$ cat config.mk
export PLATFORM = sky130hd
export DESIGN_NAME = alu_regfile_core
export DESIGN_NICKNAME = d
export VERILOG_FILES = /design/src/rtl/alu_regfile_core.sv
export SDC_FILE = /design/constraint.sdc
export NUM_CORES = 1
export LEC_CHECK = 0
export CAP_MARGIN = 20
export CORE_UTILIZATION = 55
export DETAILED_ROUTE_END_ITERATION = 8
export HOLD_SLACK_MARGIN = 0.1
export PLACE_DENSITY = 0.74
export SLEW_MARGIN = 20
export SYNTH_ARGS = -nofsm -noshare
export SYNTH_HDL_FRONTEND = slang
export SYNTH_SLANG_ARGS = --single-unit
$ cat constraint.sdc
create_clock -name clk -period 7.05 [get_ports clk]
set_input_delay 0.705 -clock clk [delete_from_list [all_inputs] [get_ports clk]]
set_output_delay 0.705 -clock clk [all_outputs]
set_load 0.01 [all_outputs]
$ cat src/rtl/alu_regfile_core.sv
// alu_regfile_core: register-file ALU with valid/ready issue, persistent flags, multi-cycle shifts.
// Define ALU_MUL_EN to build the shift-add multiplier for opcode 0x14; otherwise 0x14 is illegal.
module alu_regfile_core #(
    parameter int DATA_WIDTH = 8,
    parameter int ADDR_WIDTH = 4
) (
    input  logic                  clk,
    input  logic                  reset,
    input  logic                  in_valid,
    output logic                  in_ready,
    input  logic [7:0]            opcode,
    input  logic [ADDR_WIDTH-1:0] dst,
    input  logic [ADDR_WIDTH-1:0] src_a,
    input  logic [ADDR_WIDTH-1:0] src_b,
    input  logic                  use_imm,
    input  logic [DATA_WIDTH-1:0] imm,
    output logic                  out_valid,
    output logic [DATA_WIDTH-1:0] Y,
    output logic                  flag_z,
    output logic                  flag_c,
    output logic                  flag_n,
    output logic                  flag_v,
    output logic                  illegal,
    input  logic [ADDR_WIDTH-1:0] dbg_addr,
    output logic [DATA_WIDTH-1:0] dbg_data
);
    localparam int W    = DATA_WIDTH;
    localparam int NREG = 1 << ADDR_WIDTH;
    localparam int SW   = $clog2(DATA_WIDTH);
    localparam int CW   = SW + 1;

    localparam logic [7:0] OP_ADD = 8'h00;
    localparam logic [7:0] OP_ADC = 8'h01;
    localparam logic [7:0] OP_SUB = 8'h02;
    localparam logic [7:0] OP_SBB = 8'h03;
    localparam logic [7:0] OP_NEG = 8'h04;
    localparam logic [7:0] OP_AND = 8'h08;
    localparam logic [7:0] OP_OR  = 8'h09;
    localparam logic [7:0] OP_XOR = 8'h0A;
    localparam logic [7:0] OP_NOT = 8'h0B;
    localparam logic [7:0] OP_ROR = 8'h0E;
    localparam logic [7:0] OP_ROL = 8'h0F;
    localparam logic [7:0] OP_MOV = 8'h10;
    localparam logic [7:0] OP_CMP = 8'h11;
    localparam logic [7:0] OP_SHL = 8'h12;
    localparam logic [7:0] OP_SHR = 8'h13;
`ifdef ALU_MUL_EN
    localparam logic [7:0] OP_MUL = 8'h14;
`endif

    typedef enum logic {IDLE, EXEC} state_e;
    typedef enum logic [1:0] {M_SHL, M_SHR, M_MUL} mop_e;

    state_e                state_q;
    mop_e                  mop_q, mop_d;
    logic [W-1:0]          regs_q [NREG];
    logic [W-1:0]          y_q, sh_q, sh_step, res_m;
    logic                  z_q, c_q, n_q, v_q, ov_q, ill_q;
    logic                  sc_q, sc_step, nz_q, c_m, v_m;
    logic [CW-1:0]         cnt_q, cnt_d;
    logic [ADDR_WIDTH-1:0] dst_q;
`ifdef ALU_MUL_EN
    logic [W-1:0]          hi_q, mc_q, hi_step;
    logic [W:0]            psum;
`endif
    logic [W-1:0]          a, b, r;
    logic [W:0]            ext;
    logic [SW-1:0]         n_amt;
    logic                  c, v, legal, wb, multi, accept;

    assign in_ready  = reset && (state_q == IDLE);
    assign accept    = in_valid && in_ready;
    assign out_valid = ov_q;
    assign illegal   = ill_q;
    assign Y         = y_q;
    assign flag_z    = z_q;
    assign flag_c    = c_q;
    assign flag_n    = n_q;
    assign flag_v    = v_q;
    assign dbg_data  = regs_q[dbg_addr];

    always_comb begin
        a     = regs_q[src_a];
        b     = use_imm ? imm : regs_q[src_b];
        n_amt = b[SW-1:0];
        ext   = '0;
        r     = '0;
        c     = 1'b0;
        v     = 1'b0;
        legal = 1'b1;
        wb    = 1'b1;
        multi = 1'b0;
        mop_d = M_SHL;
        cnt_d = (n_amt == '0) ? CW'(1) : {1'b0, n_amt};
        unique case (opcode)
            OP_ADD, OP_ADC: begin
                ext = {1'b0, a} + {1'b0, b}
                    + {{W{1'b0}}, (opcode == OP_ADC) & c_q};
                r   = ext[W-1:0];
                c   = ext[W];
                v   = (a[W-1] == b[W-1]) && (r[W-1] != a[W-1]);
            end
            OP_SUB, OP_SBB, OP_CMP: begin
                // bit W of the widened difference is the borrow
                ext = {1'b0, a} - {1'b0, b}
                    - {{W{1'b0}}, (opcode == OP_SBB) & c_q};
                r   = ext[W-1:0];
                c   = ext[W];
                v   = (a[W-1] != b[W-1]) && (r[W-1] != a[W-1]);
                wb  = (opcode != OP_CMP);
            end
            OP_NEG: begin
                ext = {(W+1){1'b0}} - {1'b0, a};
                r   = ext[W-1:0];
                c   = ext[W];
                v   = a[W-1] & r[W-1];
            end
            OP_AND: r = a & b;
            OP_OR:  r = a | b;
            OP_XOR: r = a ^ b;
            OP_NOT: r = ~a;
            OP_MOV: r = b;
            OP_ROR: begin
                r = {a[0], a[W-1:1]};
                c = a[0];
            end
            OP_ROL: begin
                r = {a[W-2:0], a[W-1]};
                c = a[W-1];
            end
            OP_SHL: begin
                multi = 1'b1;
                mop_d = M_SHL;
            end
            OP_SHR: begin
                multi = 1'b1;
                mop_d = M_SHR;
            end
`ifdef ALU_MUL_EN
            OP_MUL: begin
                multi = 1'b1;
                mop_d = M_MUL;
                cnt_d = CW'(W);
            end
`endif
            default: begin
                legal = 1'b0;
                wb    = 1'b0;
            end
        endcase
    end

    always_comb begin
        sh_step = sh_q;
        sc_step = sc_q;
`ifdef ALU_MUL_EN
        hi_step = hi_q;
        psum    = '0;
`endif
        unique case (mop_q)
            M_SHL: if (!nz_q) begin
                sc_step = sh_q[W-1];
                sh_step = {sh_q[W-2:0], 1'b0};
            end
            M_SHR: if (!nz_q) begin
                sc_step = sh_q[0];
                sh_step = {1'b0, sh_q[W-1:1]};
            end
            default: begin
`ifdef ALU_MUL_EN
                // {hi,lo} product shifts right; lo starts as the multiplier
                psum    = {1'b0, hi_q} + (sh_q[0] ? {1'b0, mc_q} : '0);
                hi_step = psum[W:1];
                sh_step = {psum[0], sh_q[W-1:1]};
`endif
            end
        endcase
    end

    always_comb begin
        res_m = sh_step;
        c_m   = sc_step;
        v_m   = 1'b0;
`ifdef ALU_MUL_EN
        if (mop_q == M_MUL) begin
            c_m = |hi_step;
            v_m = |hi_step;
        end
`endif
    end

    always_ff @(posedge clk) begin
        if (!reset) begin
            state_q <= IDLE;
            for (int i = 0; i < NREG; i++) regs_q[i] <= '0;
            y_q     <= '0;
            z_q     <= 1'b0;
            c_q     <= 1'b0;
            n_q     <= 1'b0;
            v_q     <= 1'b0;
            ov_q    <= 1'b0;
            ill_q   <= 1'b0;
            sh_q    <= '0;
            sc_q    <= 1'b0;
            nz_q    <= 1'b0;
            cnt_q   <= '0;
            mop_q   <= M_SHL;
            dst_q   <= '0;
`ifdef ALU_MUL_EN
            hi_q    <= '0;
            mc_q    <= '0;
`endif
        end else begin
            ov_q  <= 1'b0;
            ill_q <= 1'b0;
            unique case (state_q)
                IDLE: if (accept) begin
                    if (!legal) begin
                        ov_q  <= 1'b1;
                        ill_q <= 1'b1;
                    end else if (multi) begin
                        state_q <= EXEC;
                        mop_q   <= mop_d;
                        cnt_q   <= cnt_d;
                        dst_q   <= dst;
                        sc_q    <= 1'b0;
                        nz_q    <= (n_amt == '0);
                        sh_q    <= a;
`ifdef ALU_MUL_EN
                        hi_q    <= '0;
                        mc_q    <= a;
                        if (mop_d == M_MUL) sh_q <= b;
`endif
                    end else begin
                        if (wb) begin
                            regs_q[dst] <= r;
                            y_q         <= r;
                        end
                        z_q  <= (r == '0);
                        n_q  <= r[W-1];
                        c_q  <= c;
                        v_q  <= v;
                        ov_q <= 1'b1;
                    end
                end
                EXEC: begin
                    sh_q  <= sh_step;
                    sc_q  <= sc_step;
                    cnt_q <= cnt_q - CW'(1);
`ifdef ALU_MUL_EN
                    hi_q  <= hi_step;
`endif
                    if (cnt_q == CW'(1)) begin
                        state_q       <= IDLE;
                        regs_q[dst_q] <= res_m;
                        y_q           <= res_m;
                        z_q           <= (res_m == '0);
                        n_q           <= res_m[W-1];
                        c_q           <= c_m;
                        v_q           <= v_m;
                        ov_q          <= 1'b1;
                    end
                end
                default: state_q <= IDLE;
            endcase
        end
    end
endmodule
After elaboration in Yosys (flattened, before gate mapping)
Memories as Yosys holds them, arrays and structs flattened.
Index checks and enable logic that the tools add are counted.

cells by class
  reductions and logical operators = 21
  div/mod/pow operators = 0
  shifts and indexed selects = 0
  add/subtract/negate cells = 6
  muxes and demuxes = 81
  magnitude comparators = 0
  $mul = 0
  bitwise operators = 10
  equal/unequal tests = 27

operators with widths
  operator                                                                 number
  8-bit two-way mux                                                        13
  8-bit case mux with 10 select lines                                      1
  8-bit by 4-bit equality test with 1-bit output, second input constant    6
  8-bit case mux with 2 select lines                                       3
  1-bit two-way mux                                                        46
  8-bit by 5-bit equality test with 1-bit output, second input constant    4
  8-bit logical NOT                                                        3
  4-bit two-way mux                                                        5
  1-bit case mux with 2 select lines                                       9
  8-bit by 2-bit equality test with 1-bit output, second input constant    2
  8-bit OR reduction                                                       2
  15-bit OR reduction                                                      1
  12-bit OR reduction                                                      1
  2-bit inequality test, second input constant                             5
  8-bit by 8-bit adder with 9-bit output                                   1
  9-bit by 1-bit adder with 9-bit output                                   1
  1-bit by 8-bit subtractor with 9-bit output, first input constant        1
  8-bit by 8-bit subtractor with 9-bit output                              1
  9-bit by 1-bit subtractor with 9-bit output                              1
  8-bit AND                                                                1
  8-bit by 1-bit equality test with 1-bit output, second input constant    1
  8-bit by 3-bit equality test with 1-bit output, second input constant    1
  8-bit by 5-bit inequality test with 1-bit output, second input constant  1
  8-bit NOT                                                                1
  22 further kinds                                                         34

word-level totals
  flip-flop bits (word level) = 35
  ROM bits = 0
  input port bits = 36
  memories = 1
  memory bits (writable) = 128
  bits in latches = 0

memories
  name    words  width  read ports  clocked after memory_dff  write ports  RTL line  text
  regs_q  16     8      3           0                         16           56        logic [W-1:0] regs_q [NREG];

Longest topological paths before layout
  depth after elaboration = 13
  depth in mapped cells = 19

Worst setup path before layout
OpenSTA, ideal clock, no wires.

  path type = input -> register
  start point = input port src_b[1]
  end point = memory regs_q[0][5] (netlist name) (data pin)
  path slack = 2.122 ns
  library setup time = 0.272 ns
  data arrival time = 4.655 ns
  cell stages on the path = 19
  cell sequence = buf_2 buf_4 mux4_2 o21ai_0 o221ai_1 o21ai_0 inv_1 fa_1 inv_1 ha_1 o21a_1 o21ai_0 and4_1 o21ai_0 o2111ai_1 a2111oi_0 a31o_2 buf_2 nor2_1

RTL lines
  what         RTL line  text
  from (decl)  14        input logic [ADDR_WIDTH-1:0] src_b,
  to (decl)    56

==> impl_results.md <==
- Max VDD drop: between 0.2 and 0.25 mV
- Final nets: 1201
- CP required: 7.22 ns
- Sequential share of the synthesized area: 38.4%
- Filler cells: between 1500 and 2000
- Seq. cell area: between 0.004 and 0.005 mm²
- Initial antenna violation count: 2
- Syn Area/Cell: 10.7 µm²
- Switch Pwr: 0.000778 W
- Comb pwr share: 23.0%
- Most common cell in the netlist: nor2_1
- Clk Latency, worst-skew pair: 0.45 ns
- Finished Layout Cells: 1417
- IO Pins: a little under 60
- Leakage: approximately 4.6 nW
- Post-route ant nets: 0
- Post-CTS Setup Inserts: 0
- Sink Count: 162
- Die area: 0.0220 mm²
- Status: completed
- Number of distinct library cells after synthesis: 85
- DR WL/cell: 27.2 µm
- Clock Skews: roughly 0.012 ns
- First-pass GRT wire length: approximately 58 mm
- Top cells by area, synth: edfxtp_1, mux4_2, dfxtp_1
- Internal power: 0.00180 W
- Initial Utilization: 56.1%
- GP Congestion: 1.04
- Max Cap Viol: 0
- Vias: 10021
- Fin. Hold Viols: 0
- CP dominant cell by count: o21ai_0
- Mapped cell area: 0.0118 mm²
- Post-route setup TNS: 0 ns
- Post-Syn Nets: between 1000 and 1500
- Post-Syn Instances: around 1100
- Row cnt: between 50 and 60
- Yosys reg bits: ~160
- Die Ht: approximately 150 µm
- Async SR Flop Fraction: 0%
- Post-DP HPWL: 27.5 mm
- Drt total wl: 38.5 mm
- # hold bufs at CTS: 0
- Tightest Pin Transition: 1.07 ns
- H-tree level count: 4
- Fraction of layout cells with a size suffix above 1: 16.5%
- Sequential power share: 42.1%
- Critical path arrival: just under 6 ns
- CTS clk-pin slew, worst paths: around 0.060 ns
- Routed vias/inst: between 7 and 8
- Tcrit/Tclk final: 81.9%
- Synth Flop Type: edfxtp_1
- CORE AREA: about 0.021 mm²
- Slowest-stage cell, CP: clkdlybuf4s50_1
- Share of the synthesized area in the top cell type: 32.6%
- Grt ovf: 0
- Max-slew violation count: 0
- Final min period: approximately 5.8 ns
- EDFF count, synth: 128
- Worst-path cell chain: clkdlybuf4s50_1 > buf_4 > nor2b_1 > a22o_1 > o21ai_0 > and2_1 > inv_1 > ha_1 > inv_1 > ha_1 > o21a_1 > o21ai_0 > a21oi_1 > o21ai_0 > o2111ai_1 > a2111oi_0 > buf_4 > a31o_2 > buf_12 > nor2_1
- Final setup viols: 0
- Largest net degree at the start of global routing: 55
- DRC: 0
- Die span in x: ~150 µm
- Post_cts resized: 0
- Area leader, netlist: edfxtp_1
- CP Buf/Inv Count: 6
- Hold Path Class: flip-flop to flip-flop
- Startpoint type of the worst setup path: input port
- Total CTS buffers: 17
- RSZ-0062 raised after global routing: false
- CP Class: input port to flip-flop
- Vias in the first global route: 9386
- Largest delay share family, worst path: compound AO/OA/AOI/OAI gates
- Fmax: 0.173 GHz
- CTS tree: yes
- CTS root buf: clkbuf_16
- Clock power frac: about a third
- Max Root-Sink Buffers: 2
- Placed cell count: 1385
- Synth top cells by count: nor2_1, edfxtp_1, nand2_1
- Total GRT Usage: 36.1%
- Worst-path fanout max: 16
- # port buffers: 58
- Smallest hold slack: 0.463 ns
- Max-slew headroom: 28.3%
- Area Growth Syn to Fin: 11.4%
- Power per cell area: a little under 200 mW/mm²
- Multi-input gate area: 0.00680 mm²
- ANT cells: 0
- Max stage delay on crit path: 0.96 ns
- DRT Pass-1 Iters: 6
- Critical Path Sink Type: flip-flop
- Sw frac: 30.2%
- YS warnings: 0
- DRT iter0 DRCs: 1353
power groups by stage:
| stage | Clock (W) | Combinational, W | Sequential (W) |
|---|---|---|---|
| after floorplan | 0 | 0.000401 | 0.00109 |
| after CTS | 0.000895 | 0.000575 | 0.00108 |
| after global routing | 0.000936 | 0.000627 | 0.00109 |
| final | 0.000900 | 0.000591 | 0.00108 |
| after detailed placement | 0 | 0.000571 | 0.00110 |
| after global placement | 0 | 0.000567 | 0.00110 |
state kept, by name, indices dropped and copies added (netlist names):
register and count:
regs_q 128, Y 8, sh_q 8, cnt_q 4, dst_q 4, flag_c 1, flag_n 1, flag_v 1
flag_z 1, illegal 1, mop_q 1, nz_q 1, out_valid 1, sc_q 1, state_q 1
metrics by stage:
step	worst slack (ns)	util [%]	total power, W	instance area [µm²]
floorplan	2.12	-	0.00149	11800
global placement	1.10	59.9	0.00167	12600
detailed placement	0.985	59.9	0.00167	12600
CTS	1.42	62.5	0.00255	13100
global route	0.975	62.5	0.00265	13100
finish	1.28	62.5	0.00258	13100
cell type report:
type / count / share of cell area [%]
Inverter: 35 / 1.00
Multi-Input combinational cell: 828 / 51.7
Timing Repair Buffer: 85 / 6.00
Clock buffer: 22 / 3.69
Sequential cell: 162 / 34.4
Tap cell: 275 / 2.62
Clock inverter: 10 / 0.552
cells in the final DEF (no fill, tap or decap), drive strengths merged, types with 7 or more instances in the layout:
| cell type | n |
|---|---|
| o21ai | 39 |
| a21boi | 19 |
| inv | 38 |
| a21oi | 29 |
| o21a | 10 |
| or3 | 10 |
| and2 | 7 |
| nand2b | 10 |
| dfxtp | 34 |
| o22ai | 21 |
| nor2b | 19 |
| nor3 | 13 |
| ha | 32 |
| buf | 31 |
| a21o | 7 |
| mux2i | 52 |
| edfxtp | 128 |
| nand2 | 104 |
| mux4 | 96 |
| nand3b | 7 |
| mux2 | 7 |
| o211ai | 8 |
| clkdlybuf4s50 | 54 |
| and3 | 7 |
| a211oi | 10 |
| a221oi | 11 |
| nand3 | 24 |
| clkbuf | 22 |
| a22o | 7 |
| nor2 | 180 |
final timing paths:
kind / start / end / slack [ns] / cells after the start
max: src_a[2] / regs_q[0][5] / 1.28 / 20
min: Y[1] / Y[1] / 0.46 / 2
max reg2reg: regs_q[7][0] / regs_q[0][5] / 2.02 / 18
min reg2reg: Y[1] / Y[1] / 0.46 / 2
cells by family after synthesis:
| group | share of synthesized area [%] |
|---|---|
| simple gates | 15.9 |
| compound gates | 13.2 |
| buf+inv | 4.12 |
| xor+xnor | 0.668 |
| mux | 23.6 |
| fa+ha+maj | 4.07 |
| flops | 38.4 |
metal layers:
| metal | up-vias | GRT usage [%] | part of all wire (%) |
|---|---|---|---|
| met2 | 797 | 55.0 | 45 |
| li1 | 4265 | - | - |
| met5 | - | 0 | 0.034 |
| met3 | 186 | 11.0 | 13 |
| met1 | 4771 | 45.4 | 35 |
| met4 | 2 | 22.0 | 6.7 |
worst register-to-register path, stage by stage (launching register included):
cell and delay, ns:
edfxtp_1 0.49, mux4_2 0.51, mux2i_1 0.35, o221ai_1 0.17, o21ai_0 0.20, inv_1 0.27, fa_1 0.45, inv_1 0.11
ha_1 0.22, o21a_1 0.12, o21ai_0 0.17, and4_1 0.25, o21ai_0 0.25, o2111ai_1 0.15, a2111oi_0 0.38, buf_4 0.24
a31o_2 0.20, buf_12 0.16, nor2_1 0.06
Note: power is estimated with default switching activity, not from simulation.
